`config.mk`:
```
export PLATFORM = sky130hd
export DESIGN_NAME = fp_normalize_round
export DESIGN_NICKNAME = d
export VERILOG_FILES = /design/src/rtl/fp_normalize_round.sv
export SDC_FILE = /design/constraint.sdc
export NUM_CORES = 1
export LEC_CHECK = 0
export ABC_AREA = 1
export CAP_MARGIN = 40
export CORE_ASPECT_RATIO = 0.6
export CORE_MARGIN = 2
export CORE_UTILIZATION = 51
export CTS_BUF_LIST = sky130_fd_sc_hd__clkbuf_8
export CTS_CLUSTER_SIZE = 16
export DETAILED_ROUTE_END_ITERATION = 6
export PLACE_DENSITY = 0.79
export SLEW_MARGIN = 20
export SYNTH_ARGS = -nofsm -noshare
export SYNTH_HDL_FRONTEND = slang
export SYNTH_SLANG_ARGS = --single-unit
```
`constraint.sdc`:
```
create_clock -name clk -period 2.2 [get_ports clk]
set_input_delay 0.33 -clock clk [delete_from_list [all_inputs] [get_ports clk]]
set_output_delay 0.33 -clock clk [all_outputs]
set_load 0.03 [all_outputs]
```
`src/rtl/fp_normalize_round.sv`:
```
`default_nettype none
// ============================================================================
// Module      : fp_normalize_round
// Description : Post-add normalizer and round-to-nearest-even stage that
//               produces an IEEE-754 single-precision result with a
//               valid/ready handshake on both sides.
// Revision    : 1.0 - initial release
// ============================================================================
module fp_normalize_round #(
    parameter int FLUSH_TO_ZERO = 1
) (
    input  logic        clk,
    input  logic        rst,
    input  logic        in_valid,
    output logic        in_ready,
    input  logic        in_sign,
    input  logic [8:0]  in_exponent,
    input  logic [27:0] in_mantissa,
    output logic        out_valid,
    input  logic        out_ready,
    output logic [31:0] final_sum,
    output logic        overflow,
    output logic        underflow
);

    localparam logic [1:0] c_idle  = 2'd0;
    localparam logic [1:0] c_norm  = 2'd1;
    localparam logic [1:0] c_round = 2'd2;
    localparam logic [1:0] c_done  = 2'd3;

    logic [1:0]  r_state;
    logic        r_sign;
    logic [9:0]  r_exp;
    logic [27:0] r_mant;
    logic        r_out_valid;
    logic [31:0] r_final_sum;
    logic        r_overflow;
    logic        r_underflow;

    logic [1:0]  w_state_nxt;
    logic        w_sign_nxt;
    logic [9:0]  w_exp_nxt;
    logic [27:0] w_mant_nxt;
    logic        w_out_valid_nxt;
    logic [31:0] w_final_sum_nxt;
    logic        w_overflow_nxt;
    logic        w_underflow_nxt;

    logic        w_in_ready;
    logic        w_round_up;
    logic [24:0] w_mant_hi;
    logic        w_carry;
    logic        w_hidden_fin;
    logic [22:0] w_frac_fin;
    logic [9:0]  w_exp_fin;
    logic [27:0] w_mant_shl;
    logic [9:0]  w_exp_dec;

    assign w_in_ready = (r_state == c_idle) && !rst;

    // Rounding works on m[27:3]; m[27] is always clear on entry to ROUND,
    // so bit 24 of the sum is the rounding carry.
    assign w_round_up   = r_mant[2] & (r_mant[1] | r_mant[0] | r_mant[3]);
    assign w_mant_hi    = r_mant[27:3] + {24'd0, w_round_up};
    assign w_carry      = w_mant_hi[24];
    assign w_hidden_fin = w_mant_hi[24] | w_mant_hi[23];
    assign w_frac_fin   = w_carry ? w_mant_hi[23:1] : w_mant_hi[22:0];
    assign w_exp_fin    = w_carry ? r_exp + 10'd1 : r_exp;

    assign w_mant_shl   = {r_mant[26:0], 1'b0};
    assign w_exp_dec    = r_exp - 10'd1;

    always_comb begin
        w_state_nxt     = r_state;
        w_sign_nxt      = r_sign;
        w_exp_nxt       = r_exp;
        w_mant_nxt      = r_mant;
        w_out_valid_nxt = r_out_valid;
        w_final_sum_nxt = r_final_sum;
        w_overflow_nxt  = r_overflow;
        w_underflow_nxt = r_underflow;
        case (r_state)
            c_idle: begin
                if (in_valid && w_in_ready) begin
                    w_sign_nxt = in_sign;
                    w_exp_nxt  = {1'b0, in_exponent};
                    w_mant_nxt = in_mantissa;
                    if (in_mantissa == 28'd0) begin
                        w_final_sum_nxt = {in_sign, 31'd0};
                        w_overflow_nxt  = 1'b0;
                        w_underflow_nxt = 1'b0;
                        w_out_valid_nxt = 1'b1;
                        w_state_nxt     = c_done;
                    end else if (in_mantissa[27]) begin
                        // Keep the shifted-out bit alive in sticky.
                        w_mant_nxt  = {1'b0, in_mantissa[27:2], in_mantissa[1] | in_mantissa[0]};
                        w_exp_nxt   = {1'b0, in_exponent} + 10'd1;
                        w_state_nxt = c_round;
                    end else if (in_mantissa[26] || (in_exponent <= 9'd1)) begin
                        w_state_nxt = c_round;
                    end else begin
                        w_state_nxt = c_norm;
                    end
                end
            end
            c_norm: begin
                w_mant_nxt = w_mant_shl;
                w_exp_nxt  = w_exp_dec;
                if (w_mant_shl[26] || (w_exp_dec == 10'd1)) begin
                    w_state_nxt = c_round;
                end
            end
            c_round: begin
                w_out_valid_nxt = 1'b1;
                w_state_nxt     = c_done;
                if (w_exp_fin >= 10'd255) begin
                    w_final_sum_nxt = {r_sign, 8'hFF, 23'd0};
                    w_overflow_nxt  = 1'b1;
                    w_underflow_nxt = 1'b0;
                end else if (!w_hidden_fin) begin
                    w_final_sum_nxt = (FLUSH_TO_ZERO != 0) ? {r_sign, 31'd0}
                                                           : {r_sign, 8'h00, w_frac_fin};
                    w_overflow_nxt  = 1'b0;
                    w_underflow_nxt = 1'b1;
                end else begin
                    w_final_sum_nxt = {r_sign, w_exp_fin[7:0], w_frac_fin};
                    w_overflow_nxt  = 1'b0;
                    w_underflow_nxt = 1'b0;
                end
            end
            c_done: begin
                if (out_ready) begin
                    w_out_valid_nxt = 1'b0;
                    w_state_nxt     = c_idle;
                end
            end
            default: begin
                w_state_nxt     = c_idle;
                w_out_valid_nxt = 1'b0;
            end
        endcase
    end

    always_ff @(posedge clk) begin
        if (rst) begin
            r_state     <= c_idle;
            r_sign      <= 1'b0;
            r_exp       <= 10'd0;
            r_mant      <= 28'd0;
            r_out_valid <= 1'b0;
            r_final_sum <= 32'd0;
            r_overflow  <= 1'b0;
            r_underflow <= 1'b0;
        end else begin
            r_state     <= w_state_nxt;
            r_sign      <= w_sign_nxt;
            r_exp       <= w_exp_nxt;
            r_mant      <= w_mant_nxt;
            r_out_valid <= w_out_valid_nxt;
            r_final_sum <= w_final_sum_nxt;
            r_overflow  <= w_overflow_nxt;
            r_underflow <= w_underflow_nxt;
        end
    end

    assign in_ready  = w_in_ready;
    assign out_valid = r_out_valid;
    assign final_sum = r_final_sum;
    assign overflow  = r_overflow;
    assign underflow = r_underflow;

endmodule
`default_nettype wire

```
==> results_dict.tcl <==
set metrics [dict create \
    synth_nets 867 \
    startpoint "r_mant[15]" \
    vias_per_cell 5.694 \
    drive_gt1_share_pct 20.15 \
    cts.sinks 76 \
    setup_ws_ns -0.09154 \
    die_x_um 136.4 \
    fin_crit_ns 2.292 \
    h-tree-depth 3 \
    io_pins 78 \
    period_share_pct 104.2 \
    finalHoldViolations 0 \
    crit_type "reg2reg" \
    cpMaxStageDelayCell "dfxtp_1" \
    clock_latency_ns 0.37 \
    timing.hold.ws_ns 0.4575 \
    antenna_found_initial 0 \
    grt_pass1_vias 5939 \
    grt_pass1_wl_um 28520 \
    numCtsBuffers 9 \
    tightest_slew_ns 0.7438 \
    instances_no_fill 1093 \
    critPathRequiredTime_ns 2.42 \
    hpwl_um 11900 \
    nFillCells 771 \
    die-area_um2 11390 \
    r2r_cells 13 \
    crit_chain "nand2_1 -> nor2_1 -> nand2_2 -> nor2_4 -> nand2_4 -> nand2_8 -> nand2_8 -> buf_12 -> o21ai_4 -> nor2_4 -> buf_6 -> nand3_1 -> a21oi_1" \
    powerDensity_nw_per_um2 941.2 \
    status "complete, but fails checks" \
    final_util_pct 73.61 \
    cp_max_fo 8 \
    ys_top_cells_by_area "dfxtp_1 (28%), nand2_1 (12%), a21oi_1 (8.4%), inv_1 (5.5%), nor2_1 (5.4%)" \
    endpoint "final_sum[17]" \
    num_antenna_cells 0 \
    synthDistinctLibCells 44 \
    first_pass_iters 5 \
    syn-cell-area_um2 5368 \
    final.setup_skew_ns 0.01050 \
    wire_per_inst_um 16.37 \
    syn_inst 814 \
    grt_use_total_pct 30.98 \
    overflow 0 \
    place.gp.congestion 0.9607 \
    cts_buffer_depth 2 \
    p_leak_nw 3.001 \
    hp-class "reg2reg" \
    cp-end-kind "flop" \
    die_h_um 83.47 \
    synth-seq-area-share_pct 28.34 \
    worst-r2r-setup-slack_ns -0.09 \
    max_slew_margin_pct 50.41 \
    yosysWarnings 0 \
    area_delta_synth_final_pct 37.88 \
    cpPeakStageDelay_ns 0.39 \
    rsz0062_at_grt "yes" \
    synth_top_area_share_pct 28.34 \
    coreArea_um2 10050 \
    cts_root_buf "clkbuf_8" \
    start_util_pct 53.38 \
    r2r_end "final_sum[17]" \
    setup-tns-final_ns -1.725 \
    drtAntennaViolNets 0 \
    ir_worst_vdd_mv 0.5801 \
    rows 28 \
    rr_startpoint "r_mant[15]" \
    setup_violations 33 \
    dp_cells 1060 \
    first_iter_violations 561 \
    worstPathArrival_ns 2.51 \
    synth-seq-cells 76 \
    wl_um 17890 \
    total_power_mw 6.966 \
    portBuffers 77 \
    dr_total_vias 6224 \
    drv_slew 0 \
    crit_path_start_kind "flop" \
    maxCapViolCount 0 \
    final_nets 1006 \
    cts_tree "built" \
    violations "negative setup slack" \
    grt_start_max_net_pins 62 \
    hold_buffers 0 \
    synth_top_area_cell "dfxtp_1" \
    drc 0 \
    holdPathStages 2 \
    clkSlewWorstSetupHoldPaths_ns 0.09 \
    fmax_mhz 436.4 \
    synth_area_per_cell_um2 6.594 \
]
[cell usage after synthesis, drive strengths merged]
| cell type | count |
|---|---|
| nand3b | 2 |
| a31oi | 1 |
| o31ai | 1 |
| xor2 | 29 |
| o2bb2ai | 1 |
| nor2 | 82 |
| clkbuf | 32 |
| or2 | 2 |
| o21ai | 44 |
| xnor2 | 4 |
| nand2 | 186 |
| o22ai | 1 |
| nor3b | 1 |
| nand3 | 44 |
| inv | 82 |
| buf | 14 |
| o221ai | 3 |
| dfxtp | 76 |
| mux2i | 12 |
| o21a | 1 |
| nand4 | 32 |
| a21oi | 99 |
| a211oi | 21 |
| nor4 | 2 |
| ha | 11 |
| o221a | 1 |
| a221oi | 5 |
| clkinv | 2 |
| nor3 | 18 |
| o211ai | 5 |
[layout make-up]
type	count	area [um2]	share of cell area (%)
Sequential cell	76	1533	20.71
Inverter	84	316.6	4.277
Clock buffer	9	123.9	1.674
Multi-Input combinational cell	611	3522	47.59
Timing Repair Buffer	171	1622	21.91
Clock inverter	7	115.1	1.555
Tap cell	135	168.9	2.282
[power by group]
part / internal, mW / switching (mW) / leakage, nW / total, mW
combinational: 1.47 / 2.23 / 2.26 / 3.69
sequential: 1.66 / 0.289 / 0.622 / 1.95
clock: 0.749 / 0.570 / 0.115 / 1.32
total: 3.88 / 3.08 / 3.00 / 6.97
[sequential cells by signal, indices dropped and copies added, names as in the netlist]
name and cells:
r_sign 1, underflow 1, r_state 2, final_sum 32
r_mant 28, overflow 1, out_valid 1, r_exp 10
[cell usage in the layout (no fill, tap or decap), drive strengths merged, types with 5 or more instances in the layout]
master | synthesis | final
o211ai | 5 | 5
buf | 14 | 94
nor2 | 82 | 84
mux2i | 12 | 12
xor2 | 29 | 29
a221oi | 5 | 5
clkbuf | 32 | 10
nand4 | 32 | 32
inv | 82 | 82
nand2 | 186 | 187
o21ai | 44 | 44
clkdlybuf4s50 | 0 | 75
a211oi | 21 | 21
a21oi | 99 | 99
nand3 | 44 | 44
ha | 11 | 11
dfxtp | 76 | 76
nor3 | 18 | 18
[cell families after synthesis]
group	count (synthesis)	synth area share, %
adder cells (fa/ha/maj)	11	2.564
buffers and inverters	130	10.14
AO/OA/AOI/OAI	183	19.93
flip-flops	76	28.35
AND/OR/NAND/NOR	369	31.40
multiplexers	12	2.238
XOR/XNOR	33	5.384
[metal layers]
metal  global-route usage [%]  part of all wire, %  up-vias  routed length, um
li1                         -                    -     3004                  -
met1                    41.94                   44     2878               7934
met2                    50.43                   46      287               8268
met4                    8.902                  2.7        0                482
met5                        0                    0        -                  0
met3                    5.464                  6.7       55               1206
[what timing repair did]
item                                    CTS  global route
pin swaps                                 6            25
setup buffers                             8             4
gates resized for setup                  29            32
endpoints found under the setup margin   34            38
hold endpoints to repair                  0             0
gates cloned                              4             1
[stage by stage]
| step | instance area (um2) | setup slack [ns] |
|---|---|---|
| 6_report | 7401 | -0.09154 |
| 5_1_grt | 7401 | -0.1713 |
| 4_1_cts | 7233 | 0.01297 |
| 3_5_place_dp | 6758 | -0.1718 |
| 3_3_place_gp | 6758 | -0.09328 |
| 2_1_floorplan | 5375 | 0.01448 |
[critical path, delay by kind of cell, from the launching register on]
| family | cells | cell delay (ns) |
|---|---|---|
| and+or+nand+nor | 9 | 1.08 |
| AOI/OAI and AO/OA | 2 | 0.38 |
| buffers and inverters | 2 | 0.29 |
| DFF | 1 | 0.39 |
[worst min-delay path by stage]
stage | slack (ns) | start | to
after floorplan | 0.45 | r_sign | r_sign
after global placement | 0.44 | out_valid | out_valid
after detailed placement | 0.45 | out_valid | out_valid
after CTS | 0.46 | out_valid | out_valid
after global routing | 0.47 | out_valid | out_valid
final | 0.46 | out_valid | out_valid
No activity file was read; power rests on OpenSTA's default activity.
